$ cat config.mk
export PLATFORM = sky130hd
export DESIGN_NAME = step_pulse_gen
export DESIGN_NICKNAME = d
export VERILOG_FILES = /design/src/rtl/scu_pkg.sv /design/src/rtl/btn_debounce.sv /design/src/rtl/step_pulse_gen.sv
export SDC_FILE = /design/constraint.sdc
export NUM_CORES = 1
export LEC_CHECK = 0
export CAP_MARGIN = 20
export CORE_MARGIN = 8
export CORE_UTILIZATION = 39
export DETAILED_ROUTE_END_ITERATION = 8
export PLACE_DENSITY_LB_ADDON = 0.25
export SLEW_MARGIN = 15
export SYNTH_ARGS = -nofsm -noshare
export SYNTH_HDL_FRONTEND = slang
export SYNTH_SLANG_ARGS = --single-unit
$ cat constraint.sdc
create_clock -name clk -period 2.63 [get_ports clk]
set_input_delay 0.526 -clock clk [delete_from_list [all_inputs] [get_ports clk]]
set_output_delay 0.526 -clock clk [all_outputs]
set_load 0.03 [all_outputs]
$ cat src/rtl/scu_pkg.sv
// rtl/scu_pkg.sv - shared state encodings and default timing for the step control unit.
package scu_pkg;

    localparam logic [1:0] S_IDLE = 2'd0;
    localparam logic [1:0] S_FIRE = 2'd1;
    localparam logic [1:0] S_HOLD = 2'd2;
    localparam logic [1:0] S_RUN  = 2'd3;

    // 5 ms debounce and 4 Hz auto-step at a 100 MHz board clock
    localparam int DEF_DEBOUNCE_CYCLES = 500000;
    localparam int DEF_DB_W            = 20;
    localparam int DEF_RUN_DIV         = 25000000;
    localparam int DEF_RUN_W           = 25;
    localparam int DEF_STEP_W          = 16;

endpackage

$ cat src/rtl/btn_debounce.sv
// rtl/btn_debounce.sv - two-flop synchronizer plus hold-time debounce for a raw push button.
module btn_debounce
    import scu_pkg::*;
#(
    parameter int DEBOUNCE_CYCLES = DEF_DEBOUNCE_CYCLES,
    parameter int DB_W            = DEF_DB_W
) (
    input  logic clk,
    input  logic reset,
    input  logic raw,
    output logic level
);

    localparam logic [DB_W-1:0] CNT_LAST = DB_W'(DEBOUNCE_CYCLES - 1);

    logic            s1;
    logic            s2;
    logic [DB_W-1:0] cnt;

    // Any sample that agrees with the accepted level restarts the hold count.
    always_ff @(posedge clk or posedge reset) begin
        if (reset) begin
            s1    <= 1'b0;
            s2    <= 1'b0;
            cnt   <= '0;
            level <= 1'b0;
        end else begin
            s1 <= raw;
            s2 <= s1;
            if (s2 == level) begin
                cnt <= '0;
            end else if (cnt == CNT_LAST) begin
                level <= s2;
                cnt   <= '0;
            end else begin
                cnt <= cnt + DB_W'(1);
            end
        end
    end

endmodule

$ cat src/rtl/step_pulse_gen.sv
// rtl/step_pulse_gen.sv - turns a debounced button or an auto-step divider into one-cycle step strobes.
module step_pulse_gen
    import scu_pkg::*;
#(
    parameter int DEBOUNCE_CYCLES = DEF_DEBOUNCE_CYCLES,
    parameter int DB_W            = DEF_DB_W,
    parameter int RUN_DIV         = DEF_RUN_DIV,
    parameter int RUN_W           = DEF_RUN_W,
    parameter int STEP_W          = DEF_STEP_W
) (
    input  logic              clk,
    input  logic              reset,
    input  logic              PushButton,
    input  logic              runMode,
    input  logic              halt,
    output logic              step,
    output logic              btnLevel,
    output logic [STEP_W-1:0] stepCount
);

    localparam logic [RUN_W-1:0] DIV_LAST = RUN_W'(RUN_DIV - 1);

    logic [1:0]       state;
    logic [RUN_W-1:0] divider;

    btn_debounce #(
        .DEBOUNCE_CYCLES (DEBOUNCE_CYCLES),
        .DB_W            (DB_W)
    ) u_btn_debounce (
        .clk   (clk),
        .reset (reset),
        .raw   (PushButton),
        .level (btnLevel)
    );

    // The strobe is registered on the edge that enters S_FIRE, so step is high
    // exactly while the FSM sits in S_FIRE; S_FIRE only retires the pulse.
    always_ff @(posedge clk or posedge reset) begin
        if (reset) begin
            state     <= S_IDLE;
            divider   <= '0;
            step      <= 1'b0;
            stepCount <= '0;
        end else begin
            step <= 1'b0;
            case (state)
                S_IDLE: begin
                    if (runMode) begin
                        state   <= S_RUN;
                        divider <= '0;
                    end else if (btnLevel) begin
                        if (halt) begin
                            state <= S_HOLD;
                        end else begin
                            state     <= S_FIRE;
                            step      <= 1'b1;
                            stepCount <= stepCount + STEP_W'(1);
                        end
                    end
                end
                S_FIRE: begin
                    state <= S_HOLD;
                end
                S_HOLD: begin
                    if (!btnLevel) begin
                        state <= S_IDLE;
                    end
                end
                default: begin
                    // Leaving run mode drops any step that would fall on the same edge.
                    if (!runMode) begin
                        state <= btnLevel ? S_HOLD : S_IDLE;
                    end else if (!halt) begin
                        if (divider == DIV_LAST) begin
                            divider   <= '0;
                            step      <= 1'b1;
                            stepCount <= stepCount + STEP_W'(1);
                        end else begin
                            divider <= divider + RUN_W'(1);
                        end
                    end
                end
            endcase
        end
    end

endmodule

; ---- After elaboration in Yosys (flattened, before gate mapping)
; Cells that the tools add are included.
[word_totals]
regBits = 67
[op_classes]
n_reduce_logical = 8
add_sub_neg = 3
eq_ne = 12
bitwise_logic = 2
mux = 28
[ops]
columns = operator, count
row1 = $mux W25, 4
row2 = $mux W16, 6
row3 = $pmux W25 S2, 1
row4 = $mux W20, 2
row5 = $pmux W16 S2, 1
row6 = $add A25 B1 Y25 const B, 1
row7 = $eq A25 B25 Y1 const B, 1
row8 = $add A20 B1 Y20 const B, 1
row9 = $eq A20 B19 Y1 const B, 1
row10 = $add A16 B1 Y16 const B, 1
row11 = $mux W2, 6
row12 = $reduce_and A7 Y1, 1
row13 = $mux W1, 6
row14 = $ne A2 B2 Y1 const B, 3
row15 = $pmux W2 S3, 1
row16 = $reduce_and A3 Y1, 2
row17 = $ne A2 B1 Y1 const B, 2
row18 = $ne A4 B1 Y1 const B, 1
row19 = $reduce_bool A2 Y1, 2
row20 = $ne A3 B2 Y1 const B, 1
row21 = $eq A2 B1 Y1 const B, 1
row22 = $eq A2 B2 Y1 const B, 1
row23 = $logic_not A2 Y1, 1
row24 = $not A1 Y1, 2
row25 = 4 further kinds, 4

; ---- Logic depth before layout (Yosys ltp)
[logic_depth]
word_depth = 5
mapped_depth = 9

; ---- Cells and area by module
; From an unflattened synthesis, not the netlist that was laid out.
[hier_totals]
hier_cells = 386
hier_area_um2 = 3638.5
[by_module_without_submodules]
columns = module, area_each_um2, seq_area_each_um2, cells_per_inst, n_inst
row1 = step_pulse_gen, 2493.6, 1101.1, 275, 1
row2 = btn_debounce, 1144.8, 575.6, 111, 1

; ---- Least setup slack after synthesis
; OpenSTA, ideal clock, no wires.
[synth_timing]
path_type = register to register
from = register state[0]
to = register divider[22]
setup_time_ns = 0.078
arrival_ns = 1.958
setup_slack_ns = 0.595
path_buffers = 0
stages_incl_launch_ff = 7
required_time_ns = 2.552
cell_sequence = dfrtp_1 inv_1 ha_1 nor3b_4 nand4b_4 or4_1 a21oi_1
[synth_via]
elab_chain_len = 4
[synth_lines]
columns = element, line
row1 = start: declaration, step_pulse_gen.sv:23  ; logic [1:0] state;
row2 = start signal: assignment, step_pulse_gen.sv:72  ; state <= btnLevel ? S_HOLD : S_IDLE;
row3 = $eq A2 B2 Y1 or $eq A2 B1 Y1 (tied branches), step_pulse_gen.sv:46  ; case (state)
row4 = $reduce_or A2 Y1 (no source line), n/a
row5 = $not A1 Y1 (no source line), n/a
row6 = $reduce_and A3 Y1 (no source line), n/a
row7 = end signal: assignment, step_pulse_gen.sv:79  ; divider <= divider + RUN_W'(1);
row8 = end: declaration, step_pulse_gen.sv:24  ; logic [RUN_W-1:0] divider;
; Several ways; a longest one is shown, not always the timed one.
; A chain may end at the register's enable or synchronous reset.

; ---- Worst setup path after layout
[layout_timing]
from = register state[0]
to = register stepCount[15]
[layout_via]
elab_chain_len = 4
[layout_lines]
columns = element, line
row1 = $eq A2 B2 Y1 or $eq A2 B1 Y1 (tied branches), step_pulse_gen.sv:46
row2 = $reduce_or A2 Y1 (no source line), n/a
row3 = $not A1 Y1 (no source line), n/a
row4 = $reduce_and A7 Y1 (no source line), n/a
row5 = end signal: assignment, step_pulse_gen.sv:57  ; stepCount <= stepCount + STEP_W'(1);
row6 = end signal: assignment, step_pulse_gen.sv:77  ; stepCount <= stepCount + STEP_W'(1);
row7 = end: declaration, step_pulse_gen.sv:18  ; output logic [STEP_W-1:0] stepCount
; Several ways; a longest one is shown, not always the timed one.

==> out/qor.yml <==
logic_synthesis:
  yosysMostFrequentCell: "dfrtp_1"
  yosysTopAreaCell: "dfrtp_1"
  synth_area_per_cell_um2: 10.01
  async_flop_share: 1.000
  syn_nets: 369
  yosys_warnings: 0
  synth_ff_type: "dfrtp_1"
  synth_cell_types: 54
  ys_seq_area_frac: 0.4694
  synthTopCellsByCount: "dfrtp_1, nor2_1, nand2_1"
  ys_ff_latch: 67
  netlist.area_leader.share: 0.4694
  synthCells: 357
  synthTopCellsByArea: "dfrtp_1, xor2_1, nor2_1"
  synth_area_mm2: 0.003572
  synth-edff-count: 0
cts:
  cts_hold_buf: 0
  clk_root_buffer_cell: "clkbuf_8"
  clockBufferDepth: 2
  cts_resized: 0
  post_cts_buffers: 0
  clock_sinks: 67
  clk_pin_slew_ns: 0.08
  h-tree-depth: 3
  clk_latency_ns: 0.35
  cts_tree: "built"
  cts_buffers: 9
place:
  port_buffers: 22
  dp_slack_ns: 0.1898
  gp_congestion: 0.7748
  hpwl_mm: 5.161
  placedCellCount: 487
sta:
  skew_ns: 0.01379
  setup_tns_ns: 0
  finalWorstSetupSlack_ns: 0.4101
  maxSlewHeadroom: 0.6439
  post-route-min-period_ns: 2.220
  period_share: 0.8441
  rsz0062_at_grt: "false"
  fmax_mhz: 450.5
  setup_violations: 0
  max_slew.worst_pin.slew_ns: 0.5333
  hold_slack_ns: 0.3364
  hold_viol: 0
  slew_violations: 0
run_status:
  status: "completed"
setup_path:
  reg2reg_setup_slack_ns: 0.41
  cp-end-kind: "flop"
  cp_data_arrival_time_ns: 2.49
  worst-path-max-fanout: 10
  cp.required_ns: 2.90
  cp-start-kind: "flop"
  path_class: "reg2reg"
pwr:
  vdd_drop_max_mv: 0.3067
  leakage_nw: 1.822
  p_per_area_mw_per_mm2: 696.5
cells_and_area:
  drive_gt1_frac: 0.1327
  syn_to_final_growth_pct: 16.50
  finalNonFillerCells: 503
  diodes: 0
  final_nets: 399
floorplan:
  dieArea_mm2: 0.01248
  io_pins: 23
  dieWidth_um: 111.7
  rows: 35
  fp.dieH_um: 111.7
  core_mm2: 0.009065
  initial_core_util: 0.3941
hold_path:
  hold_path.class: "reg2reg"
global_route:
  first_global_vias: 2737
  grt_pass1_wl_mm: 13.34
  overflow: 0
  antenna_found_initial: 0
  grt_start_max_net_pins: 45
  grt_util_all_layers: 0.1294
route:
  detail_route.iter0.violations: 181
  vias: 2763
  via_per_inst: 5.493
  wirelength_mm: 7.495
  antenna_left: 0
  drt_first_pass_iters: 7
  wire_per_inst_um: 14.90
  remaining_drc_errors: 0
job:
  cap_viol_max_count: 0
## path summary, 6_finish.rpt
check | startpoint | end | depth (start not counted)
setup / recovery | state[0] | stepCount[15] | 7
hold / removal | u_btn_debounce.s1 | u_btn_debounce.s2 | 0
setup reg to reg | state[0] | stepCount[15] | 7
hold reg to reg | u_btn_debounce.s1 | u_btn_debounce.s2 | 0
max in group asynchronous | reset | divider[8] | 3
min in group asynchronous | reset | u_btn_debounce.cnt[10] | 2
## cell usage in the layout, fill, tap and decap left out, drive strengths merged, types with 3 or more instances in the layout
master and count:
buf 9, and2 4, dfrtp 67, inv 9
clkdlybuf4s50 22, a31oi 22, a21o 5, nor4 5
nand2 30, nand2b 3, nand4 13, nor2 38
nor4b 5, xnor2 10, nand3 21, and4 6
nor3 9, a41oi 6, or3 3, o21ai 14
a21oi 10, mux2 3, o31ai 3, clkinv 3
xor2 25, clkbuf 10, and3 9, ha 7
## power by group
part	internal (W)	switching [W]
logic	0.000287	0.000501
clock network	0.000536	0.000411
registers	0.00109	0.0000726
total	0.00191	0.000984
## registers in the layout, indices dropped and copies added, names as in the netlist
register / count
u_btn_debounce.cnt: 20
u_btn_debounce.level: 1
u_btn_debounce.s2: 1
step: 1
stepCount: 16
divider: 25
state: 2
u_btn_debounce.s1: 1
## per-stage QoR
step,util,total power (W),area [um^2]
final,0.4591,0.002899,4161
after global routing,0.4591,0.003069,4161
after CTS,0.4591,0.002937,4161
after detailed placement,0.4351,0.001974,3944
after global placement,0.4351,0.001958,3944
after floorplan,-,0.001742,3572
## area by class of cell
cell class,count,area [um^2]
fill,854,4903
multi-input combinational,269,1794
sequential,67,1677
timing repair buffer,31,300.3
tap,111,138.9
clock buffer,10,127.6
clock inverter,6,90.09
inverter,9,33.78
## routing by layer
metal / vias up / GRT usage / wire [um]
met2: 38 / 0.1926 / 3327
met4: 0 / 0.04376 / 89
li1: 1355 / - / -
met5: - / 0 / 0
met1: 1362 / 0.1739 / 3825
met3: 8 / 0.03950 / 253
## worst max-delay path, stage by stage (launching register included)
cell      delay [ns]
dfrtp_1         0.41
inv_1           0.08
ha_1            0.35
nand2b_1        0.26
a211o_1         0.43
buf_4           0.20
nor4b_2         0.27
xor2_1          0.16
## cells by family after synthesis
group	Yosys count	share of synthesized area
buffers and inverters	21	0.02837
xor gates and xnor gates	35	0.08581
and+or+nand+nor	158	0.2637
AOI/OAI and AO/OA	66	0.1187
muxes	3	0.009456
DFF	67	0.4694
adders and majority gates	7	0.02452
Power figures use the tool's default switching activity.
